$ cat src/rtl/ring_rr_arbiter_if.sv
// Request/grant bundle between requesting agents (master) and the ring arbiter (slave).
interface ring_rr_arbiter_if #(
    parameter int unsigned N  = 8,
    parameter int unsigned IW = $clog2(N)
);
    logic [N-1:0]  req;
    logic [N-1:0]  grant;
    logic          grant_valid;
    logic [IW-1:0] grant_id;
    logic [N-1:0]  ptr;

    modport master (
        output req,
        input  grant,
        input  grant_valid,
        input  grant_id,
        input  ptr
    );

    modport slave (
        input  req,
        output grant,
        output grant_valid,
        output grant_id,
        output ptr
    );
endinterface

$ cat src/rtl/ring_rr_arbiter.sv
// Round-robin arbiter with a one-hot rotating priority pointer. The grant is registered,
// held while the owner keeps requesting, and rotated after MAX_HOLD cycles under contention.
module ring_rr_arbiter #(
    parameter int unsigned N        = 8,
    parameter int unsigned MAX_HOLD = 4,
    parameter int unsigned IW       = $clog2(N)
) (
    input logic              clk,
    input logic              rstn,
    ring_rr_arbiter_if.slave bus
);
    localparam int unsigned HW = $clog2(MAX_HOLD + 1);

    localparam logic [0:0] IDLE  = 1'b0;
    localparam logic [0:0] GRANT = 1'b1;

    logic [0:0]    state_q, state_d;
    logic [N-1:0]  grant_q, grant_d;
    logic          valid_q, valid_d;
    logic [IW-1:0] gid_q, gid_d;
    logic [N-1:0]  ptr_q, ptr_d;
    logic [HW-1:0] hold_q, hold_d;

    logic [IW-1:0] ptr_idx;
    logic [N-1:0]  cand;
    logic          found;
    logic [IW-1:0] win;
    logic [IW-1:0] win_prev;
    logic [N-1:0]  win_oh;
    logic [N-1:0]  win_ptr;
    logic          take;

    // Index of the pointer bit; ptr always equals owner-1 (wrapped) after a grant, so
    // one search start serves both IDLE arbitration and release/rotation searches.
    always_comb begin
        ptr_idx = '0;
        for (int i = 0; i < N; i++) begin
            if (ptr_q[IW'(i)]) ptr_idx = IW'(i);
        end
    end

    // Downward wrapping search over candidates; the current owner is excluded.
    always_comb begin
        int idx;
        cand  = bus.req & ~grant_q;
        found = 1'b0;
        win   = '0;
        idx   = 0;
        for (int k = 0; k < N; k++) begin
            idx = (int'(ptr_idx) - k + N) % N;
            if (!found && cand[IW'(idx)]) begin
                found = 1'b1;
                win   = IW'(idx);
            end
        end
        win_prev = (win == '0) ? IW'(N - 1) : win - 1'b1;
        win_oh   = {{(N-1){1'b0}}, 1'b1} << win;
        win_ptr  = {{(N-1){1'b0}}, 1'b1} << win_prev;
    end

    // Next-state: idle arbitration, release handover, forced rotation, saturating hold count.
    always_comb begin
        state_d = state_q;
        grant_d = grant_q;
        gid_d   = gid_q;
        hold_d  = hold_q;
        ptr_d   = ptr_q;
        take    = 1'b0;
        case (state_q)
            IDLE: begin
                if (found) take = 1'b1;
            end
            GRANT: begin
                if (!bus.req[gid_q]) begin
                    if (found) begin
                        take = 1'b1;
                    end else begin
                        state_d = IDLE;
                        grant_d = '0;
                        gid_d   = '0;
                        hold_d  = '0;
                    end
                end else if (hold_q == HW'(MAX_HOLD) && found) begin
                    take = 1'b1;
                end else if (hold_q != HW'(MAX_HOLD)) begin
                    hold_d = hold_q + 1'b1;
                end
            end
            default: state_d = IDLE;
        endcase
        if (take) begin
            state_d = GRANT;
            grant_d = win_oh;
            gid_d   = win;
            hold_d  = HW'(1);
            ptr_d   = win_ptr;
        end
        valid_d = |grant_d;
    end

    // State registers; pointer resets to bit N-1 so the first search starts at the top.
    always_ff @(posedge clk or negedge rstn) begin
        if (!rstn) begin
            state_q <= IDLE;
            grant_q <= '0;
            valid_q <= 1'b0;
            gid_q   <= '0;
            ptr_q   <= {1'b1, {(N-1){1'b0}}};
            hold_q  <= '0;
        end else begin
            state_q <= state_d;
            grant_q <= grant_d;
            valid_q <= valid_d;
            gid_q   <= gid_d;
            ptr_q   <= ptr_d;
            hold_q  <= hold_d;
        end
    end

    assign bus.grant       = grant_q;
    assign bus.grant_valid = valid_q;
    assign bus.grant_id    = gid_q;
    assign bus.ptr         = ptr_q;
endmodule

$ cat src/flat_wrapper.sv
// flat-port wrapper written by rule: the top's interface ports become plain ports
module ring_rr_arbiter_flat 
#(
    parameter int unsigned N        = 8,
    parameter int unsigned MAX_HOLD = 4,
    parameter int unsigned IW       = $clog2(N)
)
  (clk, rstn, bus_req, bus_grant, bus_grant_valid, bus_grant_id, bus_ptr);
  ring_rr_arbiter_if #(.N(N), .IW(IW)) bus_i ();
  input logic clk;
  input logic rstn;
  input wire logic [$bits(bus_i.req)-1:0] bus_req;
  output wire logic [$bits(bus_i.grant)-1:0] bus_grant;
  output wire logic [$bits(bus_i.grant_valid)-1:0] bus_grant_valid;
  output wire logic [$bits(bus_i.grant_id)-1:0] bus_grant_id;
  output wire logic [$bits(bus_i.ptr)-1:0] bus_ptr;
  assign bus_i.req = bus_req;
  assign bus_grant = bus_i.grant;
  assign bus_grant_valid = bus_i.grant_valid;
  assign bus_grant_id = bus_i.grant_id;
  assign bus_ptr = bus_i.ptr;
  ring_rr_arbiter #(.N(N), .MAX_HOLD(MAX_HOLD), .IW(IW)) u_core (.clk(clk), .rstn(rstn), .bus(bus_i));
endmodule
$ cat config.mk
export PLATFORM = sky130hd
export DESIGN_NAME = ring_rr_arbiter_flat
export DESIGN_NICKNAME = d
export VERILOG_FILES = /design/src/rtl/ring_rr_arbiter_if.sv /design/src/rtl/ring_rr_arbiter.sv /design/src/flat_wrapper.sv
export SDC_FILE = /design/constraint.sdc
export NUM_CORES = 1
export LEC_CHECK = 0
export CAP_MARGIN = 30
export CORE_ASPECT_RATIO = 0.7
export CORE_MARGIN = 2
export CORE_UTILIZATION = 55
export CTS_BUF_LIST = sky130_fd_sc_hd__clkbuf_2
export DETAILED_ROUTE_END_ITERATION = 10
export PLACE_DENSITY = 0.79
export SKIP_LAST_GASP = 1
export SLEW_MARGIN = 15
export SYNTH_ARGS = -nofsm -noshare
export SYNTH_HDL_FRONTEND = slang
export SYNTH_SLANG_ARGS = --single-unit
$ cat constraint.sdc
create_clock -name clk -period 7.9 [get_ports clk]
set_clock_uncertainty 0.1 [all_clocks]
set_input_delay 1.58 -clock clk [delete_from_list [all_inputs] [get_ports clk]]
set_output_delay 1.58 -clock clk [all_outputs]
set_load 0.1 [all_outputs]
* Yosys cells after proc, flatten, opt, wreduce, memory -nomap -nowiden
Index checks and enable logic that the tools add are counted.
** Storage, ports and cells
- Register bits :: 24
- Input port bits :: 10
- Output and inout port bits :: 20
- Word-level logic and storage cells :: 130
** Cells by class
- $add $sub $neg :: 17
- Magnitude comparators :: 9
- Equal/unequal tests :: 7
- Shift operators :: 2
- Multiplexer cells :: 66
- Bitwise operators :: 3
- Reductions and logical operators :: 20
** Operator list (number)
- $mux W3 :: 20
- $lt A3 B5 Y1 const B :: 8
- $mux W1 :: 32
- $mux W8 :: 4
- $add A3 B1 Y3 const B :: 9
- $bmux W1 S3 :: 9
- $shl A1 B3 Y8 const A :: 2
- $sub A3 B3 Y3 const B :: 4
- $and A8 B8 Y8 :: 1
- $logic_and A1 B1 Y1 :: 8
- $not A8 Y8 :: 1
- $reduce_or A8 Y1 :: 1
- $logic_not A1 Y1 :: 7
- $ne A3 B2 Y1 const B :: 2
- $ne A3 B3 Y1 const B :: 2
- $sub A3 B1 Y3 const B :: 2
- $sub A3 B2 Y3 const B :: 2
- $lt A3 B4 Y1 const B :: 1
- $reduce_and A4 Y1 :: 1
- $eq A3 B3 Y1 const B :: 1
- $logic_not A3 Y1 :: 1
- $reduce_and A3 Y1 :: 1
- $ne A2 B1 Y1 const B :: 1
- $ne A2 B2 Y1 const B :: 1
- 3 further kinds :: 3

* Depth between registers and ports, before layout
- Depth after elaboration :: 35
- Gate-level depth with buffers :: 16
- Mapped depth without buffers :: 14

* Worst setup path before layout
Ideal clock, no wire load.
- Path type :: reg-to-reg
- Start point :: reg u_core.ptr_q[2], in the netlist u_core.bus.ptr[2]
- End point :: reg u_core.ptr_q[0], in the netlist u_core.bus.ptr[0]
- Setup time :: 0.123 ns
- Data arrival time :: 4.080 ns
- Required time :: 7.677 ns
- Setup slack :: 3.597 ns
- Cell stages (with the launch flop) :: 16
- Path buffers :: 2
- Clock period less this slack :: 4.303 ns
- Path through :: dfrtp_1 nand2b_1 buf_2 nand2_4 ha_1 buf_2 or3b_2 a22oi_1 o21ai_0 o211a_1 a211o_1 a22oi_2 a21oi_1 ha_1 inv_1 a32o_1
** On the way
- Cells in the longest elaborated chain, start to end :: 32
** Ends and longest elaborated chain
- start, declared :: RTL line ring_rr_arbiter.sv:21 : logic [N-1:0] ptr_q, ptr_d;
- start signal, assigned :: RTL line ring_rr_arbiter.sv:108 : ptr_q <= {1'b1, {(N-1){1'b0}}};
- start signal, assigned :: RTL line ring_rr_arbiter.sv:115 : ptr_q <= ptr_d;
- $mux W3 (*) (2 in series) :: RTL line ring_rr_arbiter.sv:38 : if (ptr_q[IW'(i)]) ptr_idx = IW'(i);
- branches (longest 30 deep; another with $sub A3 B1 Y3)
Every way passes the cells marked *. The select of a mux whose other input is x is not followed.
A chain may end at the register's enable or synchronous reset.

* Final worst setup path
- Start point :: in bus_req[3]
- End point :: reg u_core.ptr_q[5], in the netlist u_core.bus.ptr[5]
** On the way
- Cells in the longest elaborated chain, start to end :: 30
** Ends and longest elaborated chain
- start, declared :: RTL line flat_wrapper.sv:12 : input wire logic [$bits(bus_i.req)-1:0] bus_req;
- branches (longest 30 deep; another with $and A8 B8 Y8)
Parallel ways; which one is timed is not known. The select of a mux whose other input is x is not followed.

==> results.json <==
{
  "status": "completed",
  "worstMarginPinSlew_ns": 1.01,
  "multi_input_area_mm2": 0.00134,
  "io_pins": 30,
  "cts_buffer_depth": 2,
  "place_area_mm2": 0.00235,
  "min_from": "u_core.bus.ptr[6]",
  "hp-class": "flop to flop",
  "cpMaxStageDelayCell": "clkdlybuf4s50_1",
  "synth_seq_cells": 24,
  "nets": 264,
  "cp-startpoint": "bus_req[3]",
  "post-cts-setup-buffers": 0,
  "synth_flop_cell": "dfrtp_1",
  "r2r_start": "u_core.bus.ptr[2]",
  "cts_resized": 0,
  "clkTransAtPathRegs_ns": 0.24,
  "final_area_mm2": 0.00237,
  "h-tree-depth": 1,
  "max_stage_delay_ns": 0.49,
  "synth-seq-area-share_pct": 29.4,
  "critPathKind": "input pin to flop",
  "via_per_inst": 6.39,
  "syn_to_final_growth_pct": 15.8,
  "start_util_pct": 57.9,
  "hold_violations": 0,
  "wl_per_cell_um": 17.5,
  "path_cells": "clkdlybuf4s50_1, or2b_2, mux2_2, a22o_1, nor2_1, mux2_1, o2111ai_1, a21oi_1, ha_1, inv_1, o31ai_1",
  "ys.warnings.count": 0,
  "num_rows": 18,
  "ctsHoldBuffers": 0,
  "min_period_ns": 4.50,
  "cts_tree": "yes",
  "maxSlewViolCount": 0,
  "async_flop_share_pct": 100,
  "syn_area_per_cell_um2": 9.30,
  "via_count": 1897,
  "dp_hpwl_um": 4120,
  "diodes": 0,
  "grt_antenna_before_repair": 0,
  "routed_wl_um": 5210,
  "regArea_um2": 602,
  "synth_area_mm2": 0.00205,
  "grt_pass1_wl_um": 8460,
  "synth_edf_count": 0,
  "post-route-period-util_pct": 56.9,
  "numCtsBuffers": 3,
  "fmax_ghz": 0.222,
  "crit_path_max_fanout": 5,
  "relSlewSlack_pct": 32.7,
  "synth_cells": 220,
  "cts_root_buffer": "clkbuf_2",
  "overflow": 0,
  "end_kind": "flop",
  "drtPass1Iterations": 5,
  "drv_cap": 0,
  "die_w_um": 76.9,
  "place.gp.congestion": 1.03,
  "setup_viol": 0,
  "crit_arrival_ns": 4.69,
  "grt_max_degree": 19,
  "critPathLaunchType": "input pin",
  "cts.sinks": 24,
  "rsz0062_at_grt": "false",
  "drt-initial-drc-count": 136,
  "layout-drive-gt1-share_pct": 13.4,
  "synth.distinct_cells": 65,
  "antenna_left": 0,
  "fin_tns_setup_ns": 0,
  "die_h_um": 55.0,
  "grt_usage_pct": 26.4,
  "clock_latency_ns": 0.35,
  "die_area_mm2": 0.00423,
  "fillers": 304,
  "core-area_mm2": 0.00354,
  "grt_pass1_vias": 1687,
  "io_buffers": 29,
  "cp.required_ns": 8.09,
  "drc": 0,
  "synthesis.nets": 236
}
kinds of logic after synthesis:
kind of cell / share of synthesized area, %
AO/OA/AOI/OAI: 28.6
adder cells (fa/ha/maj): 3.67
buffers and inverters: 5.14
flip-flops: 29.4
multiplexers: 12.8
AND/OR/NAND/NOR: 20.4
sequential cells by signal, indices dropped and copies added, names as in the netlist:
signal	flops
u_core.bus.grant_id	3
u_core.bus.ptr	8
u_core.bus.grant_valid	1
u_core.hold_q	3
u_core.bus.grant	8
u_core.state_q	1
cell usage in the layout, fill, tap and decap left out, types with 2 or more instances in the layout:
cell type	synthesis	final
a211o_1	2	2
a211oi_1	4	4
a21o_1	3	3
a21oi_1	8	8
a22o_1	2	2
a22oi_1	3	3
a32o_1	5	5
and2_1	3	3
clkbuf_2	0	3
clkdlybuf4s50_1	0	29
dfrtp_1	23	23
ha_1	6	6
inv_1	7	7
inv_2	2	2
mux2_2	3	3
mux2i_1	12	12
mux4_2	3	3
nand2_1	23	23
nand2b_1	10	10
nand3_1	2	2
nand3b_1	3	3
nor2_1	12	12
nor2b_1	2	2
nor3_1	2	2
nor4_1	3	3
o2111ai_1	2	2
o211ai_1	3	3
o21a_1	4	4
o21ai_0	14	14
o22ai_1	5	5
o31ai_1	8	8
or2b_2	2	2
final cells by class:
cell class	instances	share of cell area (%)
clock buffer	3	0.634
clock inverter	1	0.158
inverter	10	1.80
multi-input combinational	179	56.5
sequential	24	25.4
tap	50	2.64
timing repair buffer	30	12.9
synthesized netlist by cell type (all sizes together) (3+ instances only):
cell type,number,area share [%]
o22ai,5,1.5
mux2i,13,6.5
nor2,13,2.5
o21a,4,1.5
o211ai,4,1.7
o31ai,8,2.9
and2,3,0.92
dfrtp,23,28
nand2,25,5.1
a22oi,4,1.7
nor4,4,2.0
o21ai,15,3.9
or2,4,1.3
a21oi,8,2.0
a211oi,5,2.1
nand2b,10,3.1
mux4,3,3.3
inv,10,2.1
a32o,5,2.4
ha,6,3.7
mux2,5,2.9
buf,7,3.1
a21o,3,1.1
nand3b,3,1.1
stage by stage:
step	worst slack (ns)	util, %	cells	hold WS, ns
after floorplan	3.60	-	220	0.388
after global placement	3.09	66.1	292	0.364
after detailed placement	3.03	66.5	293	0.372
after CTS	3.41	67.0	297	0.418
after global routing	3.24	67.0	297	0.462
final	3.40	67.0	297	0.417
metal layers:
metal | track usage, % | wire (um) | up-vias
met5 | 0 | 0 | -
met4 | 5.45 | 42 | 0
met3 | 6.49 | 557 | 4
met2 | 39.6 | 2090 | 97
met1 | 38.8 | 2530 | 895
li1 | - | - | 901
critical path: cells and delay by family:
kind            cells  cell delay (ns)
fa+ha+maj           1             0.37
simple gates        2             0.57
buf+inv             2             0.57
mux                 2             0.63
compound gates      4             0.95
final timing paths:
path                                      to  slack, ns  cells after the start
min in group asynchronous  u_core.bus.ptr[6]       1.34                      1
hold reg to reg            u_core.bus.ptr[6]       0.42                      2
hold / removal             u_core.bus.ptr[6]       0.42                      2
max in group asynchronous  u_core.bus.ptr[7]       5.82                      2
setup reg to reg           u_core.bus.ptr[5]       3.71                     13
setup / recovery           u_core.bus.ptr[5]       3.40                     11
Power is not shown: default switching activity piles up to over one toggle a cycle in this logic, so the estimate is an artifact.
